===== src/rtl/mem_arbiter.sv =====
// mem_arbiter: shares one burst-read / single-write memory port between the
// instruction cache (read-only) and the data cache (read/write). The data side
// wins ties, but after MAX_D_STREAK consecutive data grants taken while the
// instruction side was waiting, the instruction side is served next.
module mem_arbiter #(
  parameter int ADDR_WIDTH   = 32,
  parameter int DATA_WIDTH   = 32,
  parameter int BURST_LEN    = 4,
  parameter int MAX_D_STREAK = 3
) (
  input  logic                  clock,
  input  logic                  reset,
  // instruction side
  input  logic [ADDR_WIDTH-1:0] i_addr,
  input  logic                  i_rd,
  output logic                  i_waitrequest,
  output logic [DATA_WIDTH-1:0] i_rd_data,
  output logic                  i_rd_valid,
  // data side
  input  logic [ADDR_WIDTH-1:0] d_addr,
  input  logic                  d_rd,
  input  logic                  d_wr,
  input  logic [DATA_WIDTH-1:0] d_wr_data,
  output logic                  d_waitrequest,
  output logic [DATA_WIDTH-1:0] d_rd_data,
  output logic                  d_rd_valid,
  // memory side
  output logic [ADDR_WIDTH-1:0] mem_addr,
  output logic                  mem_rd,
  output logic                  mem_wr,
  output logic [DATA_WIDTH-1:0] mem_wr_data,
  input  logic                  mem_waitrequest,
  input  logic [DATA_WIDTH-1:0] mem_rd_data,
  input  logic                  mem_rd_valid,
  output logic                  stray_beat
);

  localparam int BEAT_W   = $clog2(BURST_LEN + 1);
  localparam int STREAK_W = $clog2(MAX_D_STREAK + 1);
  localparam logic [BEAT_W-1:0]   LAST_BEAT  = BEAT_W'(BURST_LEN - 1);
  localparam logic [STREAK_W-1:0] STREAK_MAX = STREAK_W'(MAX_D_STREAK);

  typedef enum logic [1:0] {IDLE, GNT_I, GNT_D, RD_WAIT} state_e;

  state_e                state_q, state_d;
  logic                  d_owner_q, d_owner_d;   // 1: data side owns the port
  logic                  is_wr_q, is_wr_d;       // granted command is a write
  logic [BEAT_W-1:0]     beat_q, beat_d;
  logic [STREAK_W-1:0]   streak_q, streak_d;
  logic [DATA_WIDTH-1:0] i_data_q, d_data_q;     // last beat delivered per side

  logic d_req;
  logic beat_in;

  assign d_req   = d_rd | d_wr;
  assign beat_in = (state_q == RD_WAIT) && mem_rd_valid;

  // Handshake and read-return paths are combinational so beats reach the
  // owner with zero latency; the non-owner keeps showing its last beat.
  assign i_waitrequest = !((state_q == GNT_I) && !mem_waitrequest);
  assign d_waitrequest = !((state_q == GNT_D) && !mem_waitrequest);
  assign i_rd_valid    = beat_in && !d_owner_q;
  assign d_rd_valid    = beat_in &&  d_owner_q;
  assign i_rd_data     = i_rd_valid ? mem_rd_data : i_data_q;
  assign d_rd_data     = d_rd_valid ? mem_rd_data : d_data_q;
  assign stray_beat    = mem_rd_valid && (state_q != RD_WAIT);

  // Memory command mux: present the owner's request while granted.
  always_comb begin
    // NOTE: every output of a combinational block gets a default first so no path leaves it unassigned (no latch).
    mem_addr    = '0;
    mem_rd      = 1'b0;
    mem_wr      = 1'b0;
    mem_wr_data = '0;
    case (state_q)
      GNT_I: begin
        mem_addr = i_addr;
        mem_rd   = 1'b1;
      end
      GNT_D: begin
        mem_addr    = d_addr;
        mem_rd      = !is_wr_q;
        mem_wr      = is_wr_q;
        mem_wr_data = d_wr_data;
      end
      default: ;
    endcase
  end

  // Next-state logic: arbitration, acceptance and beat counting.
  always_comb begin
    state_d   = state_q;
    d_owner_d = d_owner_q;
    is_wr_d   = is_wr_q;
    beat_d    = beat_q;
    streak_d  = streak_q;
    case (state_q)
      IDLE: begin
        if (!i_rd) streak_d = '0;
        if (d_req && (!i_rd || (streak_q != STREAK_MAX))) begin
          state_d   = GNT_D;
          d_owner_d = 1'b1;
          is_wr_d   = d_wr;                // write wins over a simultaneous read
          // Only reachable below the limit, so the streak saturates by construction.
          if (i_rd) streak_d = streak_q + STREAK_W'(1);
        end else if (i_rd) begin
          state_d   = GNT_I;
          d_owner_d = 1'b0;
          is_wr_d   = 1'b0;
          streak_d  = '0;
        end
      end
      GNT_I, GNT_D: begin
        if (!mem_waitrequest) begin
          if (is_wr_q) begin
            state_d = IDLE;
          end else begin
            state_d = RD_WAIT;
            beat_d  = '0;
          end
        end
      end
      RD_WAIT: begin
        if (mem_rd_valid) begin
          beat_d = beat_q + BEAT_W'(1);
          if (beat_q == LAST_BEAT) state_d = IDLE;
        end
      end
      default: state_d = IDLE;
    endcase
  end

  // State registers with synchronous reset; a reset abandons any transaction.
  always_ff @(posedge clock) begin
    // NOTE: sequential state uses non-blocking assignments so every register samples pre-edge values.
    if (reset) begin
      state_q   <= IDLE;
      d_owner_q <= 1'b0;
      is_wr_q   <= 1'b0;
      beat_q    <= '0;
      streak_q  <= '0;
      i_data_q  <= '0;
      d_data_q  <= '0;
    end else begin
      state_q   <= state_d;
      d_owner_q <= d_owner_d;
      is_wr_q   <= is_wr_d;
      beat_q    <= beat_d;
      streak_q  <= streak_d;
      i_data_q  <= i_rd_data;
      d_data_q  <= d_rd_data;
    end
  end

`ifndef SYNTHESIS
  // A granted requester must hold its request until the command is accepted.
  a_i_hold: assert property (@(posedge clock) disable iff (reset)
    (state_q == GNT_I) |-> i_rd);
  a_d_hold: assert property (@(posedge clock) disable iff (reset)
    (state_q == GNT_D) |-> (is_wr_q ? d_wr : d_rd));
`endif

endmodule


===== config.mk =====
export PLATFORM = sky130hd
export DESIGN_NAME = mem_arbiter
export DESIGN_NICKNAME = d
export VERILOG_FILES = /design/src/rtl/mem_arbiter.sv
export SDC_FILE = /design/constraint.sdc
export NUM_CORES = 1
export LEC_CHECK = 0
export BUFFER_PORTS_ARGS = -buffer_cell sky130_fd_sc_hd__buf_4
export CORE_MARGIN = 5
export CORE_UTILIZATION = 25
export DETAILED_ROUTE_END_ITERATION = 16
export SYNTH_ARGS = -nofsm -noshare
export SYNTH_HDL_FRONTEND = slang
export SYNTH_SLANG_ARGS = --single-unit

===== constraint.sdc =====
create_clock -name clock -period 5.45 [get_ports clock]
set_input_delay 1.09 -clock clock [delete_from_list [all_inputs] [get_ports clock]]
set_output_delay 1.09 -clock clock [all_outputs]
set_load 0.005 [all_outputs]

## Word-level counts from Yosys, hierarchy flattened

Cells that the tools add are included.

- Add/subtract/negate cells: 2
- Equality and inequality tests: 11
- Multiplexer cells: 22
- Bitwise logic cells: 1
- Reductions and logical operators: 21

Operator list:

| kind | number |
|---|---|
| 32-bit 2-to-1 mux | 3 |
| 32-bit one-hot mux with 2 select lines | 1 |
| 2-bit 2-to-1 mux | 8 |
| 2-bit != test (second input constant) | 5 |
| 3-bit 2-to-1 mux | 3 |
| 4-bit AND reduction | 2 |
| 1-bit logical AND | 7 |
| 1-bit logical NOT | 6 |
| 2-bit one-hot mux with 3 select lines | 1 |
| 3-bit one-hot mux with 2 select lines | 1 |
| 2-bit equality test (second input constant) | 2 |
| 1-bit 2-to-1 mux | 4 |
| 2-bit nonzero test | 2 |
| 3-bit by 1-bit adder with 3-bit output (second input constant) | 1 |
| 3-bit by 2-bit equality test with 1-bit output (second input constant) | 1 |
| 3-bit != test (second input constant) | 1 |
| 2-bit by 1-bit adder with 2-bit output (second input constant) | 1 |
| 2-bit by 1-bit equality test with 1-bit output (second input constant) | 1 |
| 2-bit logical NOT | 1 |
| 2-bit by 1-bit != test with 1-bit output (second input constant) | 1 |
| 1-bit one-hot mux with 2 select lines | 1 |
| 2-bit AND reduction | 1 |
| 2-bit OR reduction | 1 |
| 1-bit logical OR | 1 |
| 1-bit OR | 1 |

- Bits in registers: 73
- Output and inout port bits: 135

## Logic depth before layout (Yosys ltp)

- Depth in word-level cells: 5
- Mapped depth: 6
- Mapped depth without buffers: 5

## Worst setup path after synthesis

OpenSTA, ideal clock, no wires.

- Path type: input to output
- From: input port mem_rd_valid
- To: output port i_rd_data[10]
- Arrival time: 1.875 ns
- Setup slack: 2.485 ns
- Cell stages on the path: 4
- Cells stage by stage: buf_2 -> nand3b_4 -> buf_6 -> mux2_4

- Cells in the longest elaborated chain, start to end: 3

RTL lines:

| item | line | RTL |
|---|---|---|
| start, declared | 34 | `input logic mem_rd_valid,` |
| 1-bit logical AND | 56 | `assign beat_in = (state_q == RD_WAIT) && mem_rd_valid;` |
| 1-bit logical AND | 62 | `assign i_rd_valid = beat_in && !d_owner_q;` |
| 32-bit 2-to-1 mux | 64 | `assign i_rd_data = i_rd_valid ? mem_rd_data : i_data_q;` |
| end, declared | 17 | `output logic [DATA_WIDTH-1:0] i_rd_data,` |

Every way passes these cells.

## Final worst setup path

- From: register state_q[0]
- To: output port mem_addr[12]

- Cells in the longest elaborated chain, start to end: 2
- Elaborated cells between the ends (all ways): 3

RTL lines:

| item | line | RTL |
|---|---|---|
| start, declared | 45 | `state_e state_q, state_d;` |
| start signal, assigned | 145 | `state_q <= state_d;` |
| 2-bit equality test or 2-bit by 1-bit equality test with 1-bit output (tied branches) | 75 | `case (state_q)` |
| 32-bit one-hot mux with 2 select lines * | 75 |  |
| end, declared | 28 | `output logic [ADDR_WIDTH-1:0] mem_addr,` |

Mark *: on every way between the ends. The rest lies on a longest branch, timed or not.

==> summary.txt <==
Synth
  • Prevailing post-synth register cell: dfxtp_1
  • XOR/XNOR Fraction of Synth Area: 0%
  • Yosys top cell by area: dfxtp_1
  • Synth Area in Adders: 2.55%
  • Syn Area/Cell: 11.0 um^2
  • Sequential share of the synthesized area: 37.2%
  • Synthesis Warnings: 0
  • Main combinational cell family by area after synthesis: multiplexers
  • Mapped Cells: 358
  • Mapped Nets: 501
  • Post-synth top area share: 37.2%
  • Yosys reg bits: 73
  • Area contributors post-synth: dfxtp_1, mux2_4, nor2b_1, a22o_1, and2_1
  • Synth Area in Compound Gates: between 10% and 20%
  • Yosys cell types: 36
  • Cell Area, Synth: 0.00393 mm^2
  • Multiplexer share of the synthesized area: approximately a quarter
  • Number of synthesized flops with an enable pin: 0
  • Post-Synth Simple-Gate Area: 19.7%
  • Post-synth ARST share: 0%

Timing
  • Least-Margin Pin Slew: roughly 1.1 ns
  • TNS Setup: 0 ns
  • Post-route minimum period: 4.04 ns
  • Final Hold Fails: 0
  • Final setup fails: 0
  • Period utilisation layout: 74.2%
  • Clock Skew: just under 0.01 ns
  • FMAX: roughly 250 MHz
  • RSZ-0062 raised after global routing: false
  • Max_slew headroom: 26.5%
  • Max Slew Vio Count: 0

Finish
  • Filler Cell Count: 1507
  • Share of post-route cells with drive strength above 1: between 50 and 60%
  • Total Nets Final: approximately 750
  • Ant. Diodes: 0
  • Multi-input combinational cell area: 0.00228 mm^2
  • Commonest non-fill, non-tap cell in the layout: buf_4
  • Most frequent cells in the layout: buf_4, dfxtp_1, nor2b_1, mux2_4, and2_1
  • Storage cell area: 0.00146 mm^2
  • Area Overhead vs Synth: 62.6%

Detailed routing
  • Vias per cell: approximately 4.2
  • WL final: 13300 um
  • # DRC: 0
  • Drt first pass iters: 4
  • First DRT Iteration DRCs: 81
  • DR WL/cell: 16.1 um
  • Final ANT Viol Nets: 0
  • DR vias: 3502

CTS
  • Clock Tree Root: clkbuf_16
  • Num CTS Buffers: 9
  • Worst skew pair latency: between 0.3 and 0.4 ns
  • TritonCTS clock tree: built
  • Post_cts resized: 0
  • Worst-path clk slew: around 0.06 ns
  • CTS Buffer Depth: 2
  • Post-CTS setup buffers: 0
  • Clock sinks: 73
  • Hold_buf cts: 0
  • Htree depth: 3

Floorplan
  • Starting Density: 25.7%
  • Die H: 135 um
  • Site Rows: 45
  • Floorplan core area: ~0.015 mm^2
  • Die area: 0.0183 mm^2
  • Die width: ~140 um
  • Io pins: 270

Critical path
  • CP max stage cell: and2_1
  • Startpoint types: register
  • CP arrival: 2.95 ns
  • Worst path cell trace: inv_1, ha_1, and2_1, a22o_1, buf_4
  • Critical Path RT: 4.36 ns
  • Crit Path Category: reg -> out
  • Crit path buf inv count: 2
  • Worst-path maximum fanout: 36
  • Top cell family by delay on the critical path: simple AND/OR/NAND/NOR gates
  • CP max stage delay: 0.96 ns
  • Worst R2R Setup Slack: 3.11 ns
  • Crit path capture type: primary output

Global routing
  • GRT overflow: 0
  • Initial antenna violation count: 0
  • First-pass GRT wire length: 20100 um
  • GRT Resource Usage Total: 13.6%
  • Vias in the first global route: ~3.8k
  • Largest net degree at the start of global routing: 74

Placement
  • Final HPWL DP: 10100 um
  • PortBufs: 269
  • Final Wtd Congestion: 0.751

Power
  • PD cells: 324 mW/mm^2
  • P_leak: between 3 and 4 nW
  • Final total power: 2.07 mW
  • Worst VDD drop: between 0.00015 and 0.0002 V

Status
  • Status: finished, final reports clean

Min path
  • Min-Delay Path Class: reg -> reg

Flow run
  • Max Cap Viol: 0
synthesized netlist by cell type, drive strengths merged, types with 3 or more instances:
master,number
and2,35
clkbuf,12
nand2b,5
ha,8
a21oi,8
nor2,3
mux2,64
nor2b,65
o21ai,5
dfxtp,73
nand2,4
a22o,32
inv,7
buf,16
nand4b,3
final timing paths:
| kind | start | to | depth (start not counted) |
|---|---|---|---|
| max reg2reg | state_q[0] | d_data_q[1] | 4 |
| min reg2reg | streak_q[1] | streak_q[1] | 2 |
| min | streak_q[1] | streak_q[1] | 2 |
| max | state_q[0] | mem_addr[12] | 5 |
tightest hold or removal path: stages (launching register included):
cell,delay [ns]
dfxtp_1,0.31
nand2b_1,0.07
a21oi_1,0.06
cells by family after synthesis:
group,Yosys count
flops,73
simple gates,120
buf+inv,35
compound gates,57
mux,65
fa+ha+maj,8
metal layers:
layer	global-route usage, %	vias up	wire length, um
li1	-	1736	-
met3	5.61	8	1380
met4	2.69	0	73
met2	25.2	157	6770
met1	14.6	1601	5120
met5	0	-	0
flip-flops by register name, indices dropped and copies added (netlist names):
signal	count
state_q	2
streak_q	2
d_owner_q	1
beat_q	3
d_data_q	32
is_wr_q	1
i_data_q	32
where the power goes:
group | internal, mW | switching (mW) | total [mW]
Sequential | 0.563 | 0.0227 | 0.585
Combinational | 0.454 | 0.350 | 0.804
Clock | 0.450 | 0.231 | 0.681
Total | 1.47 | 0.605 | 2.07
final cells by class:
cell class | count | area share, %
Tap cell | 211 | 4.13
Inverter | 7 | 0.411
Clock inverter | 6 | 1.76
Timing Repair Buffer | 269 | 31.6
Sequential cell | 73 | 22.9
Multi-Input combinational cell | 250 | 35.7
Clock buffer | 10 | 3.58
per-stage QoR:
| stage | setup slack (ns) | area, um^2 | std cells | utilization [%] | hold WS (ns) |
|---|---|---|---|---|---|
| after floorplan | 2.48 | 3930 | 358 | - | 0.449 |
| after global placement | 1.82 | 6050 | 810 | 39.5 | 0.458 |
| after detailed placement | 1.74 | 6050 | 810 | 39.5 | 0.470 |
| after CTS | 1.39 | 6390 | 826 | 41.7 | 0.481 |
| after global routing | 1.10 | 6390 | 826 | 41.7 | 0.488 |
| final | 1.41 | 6390 | 826 | 41.7 | 0.481 |
(Power assumes the default switching activity.)
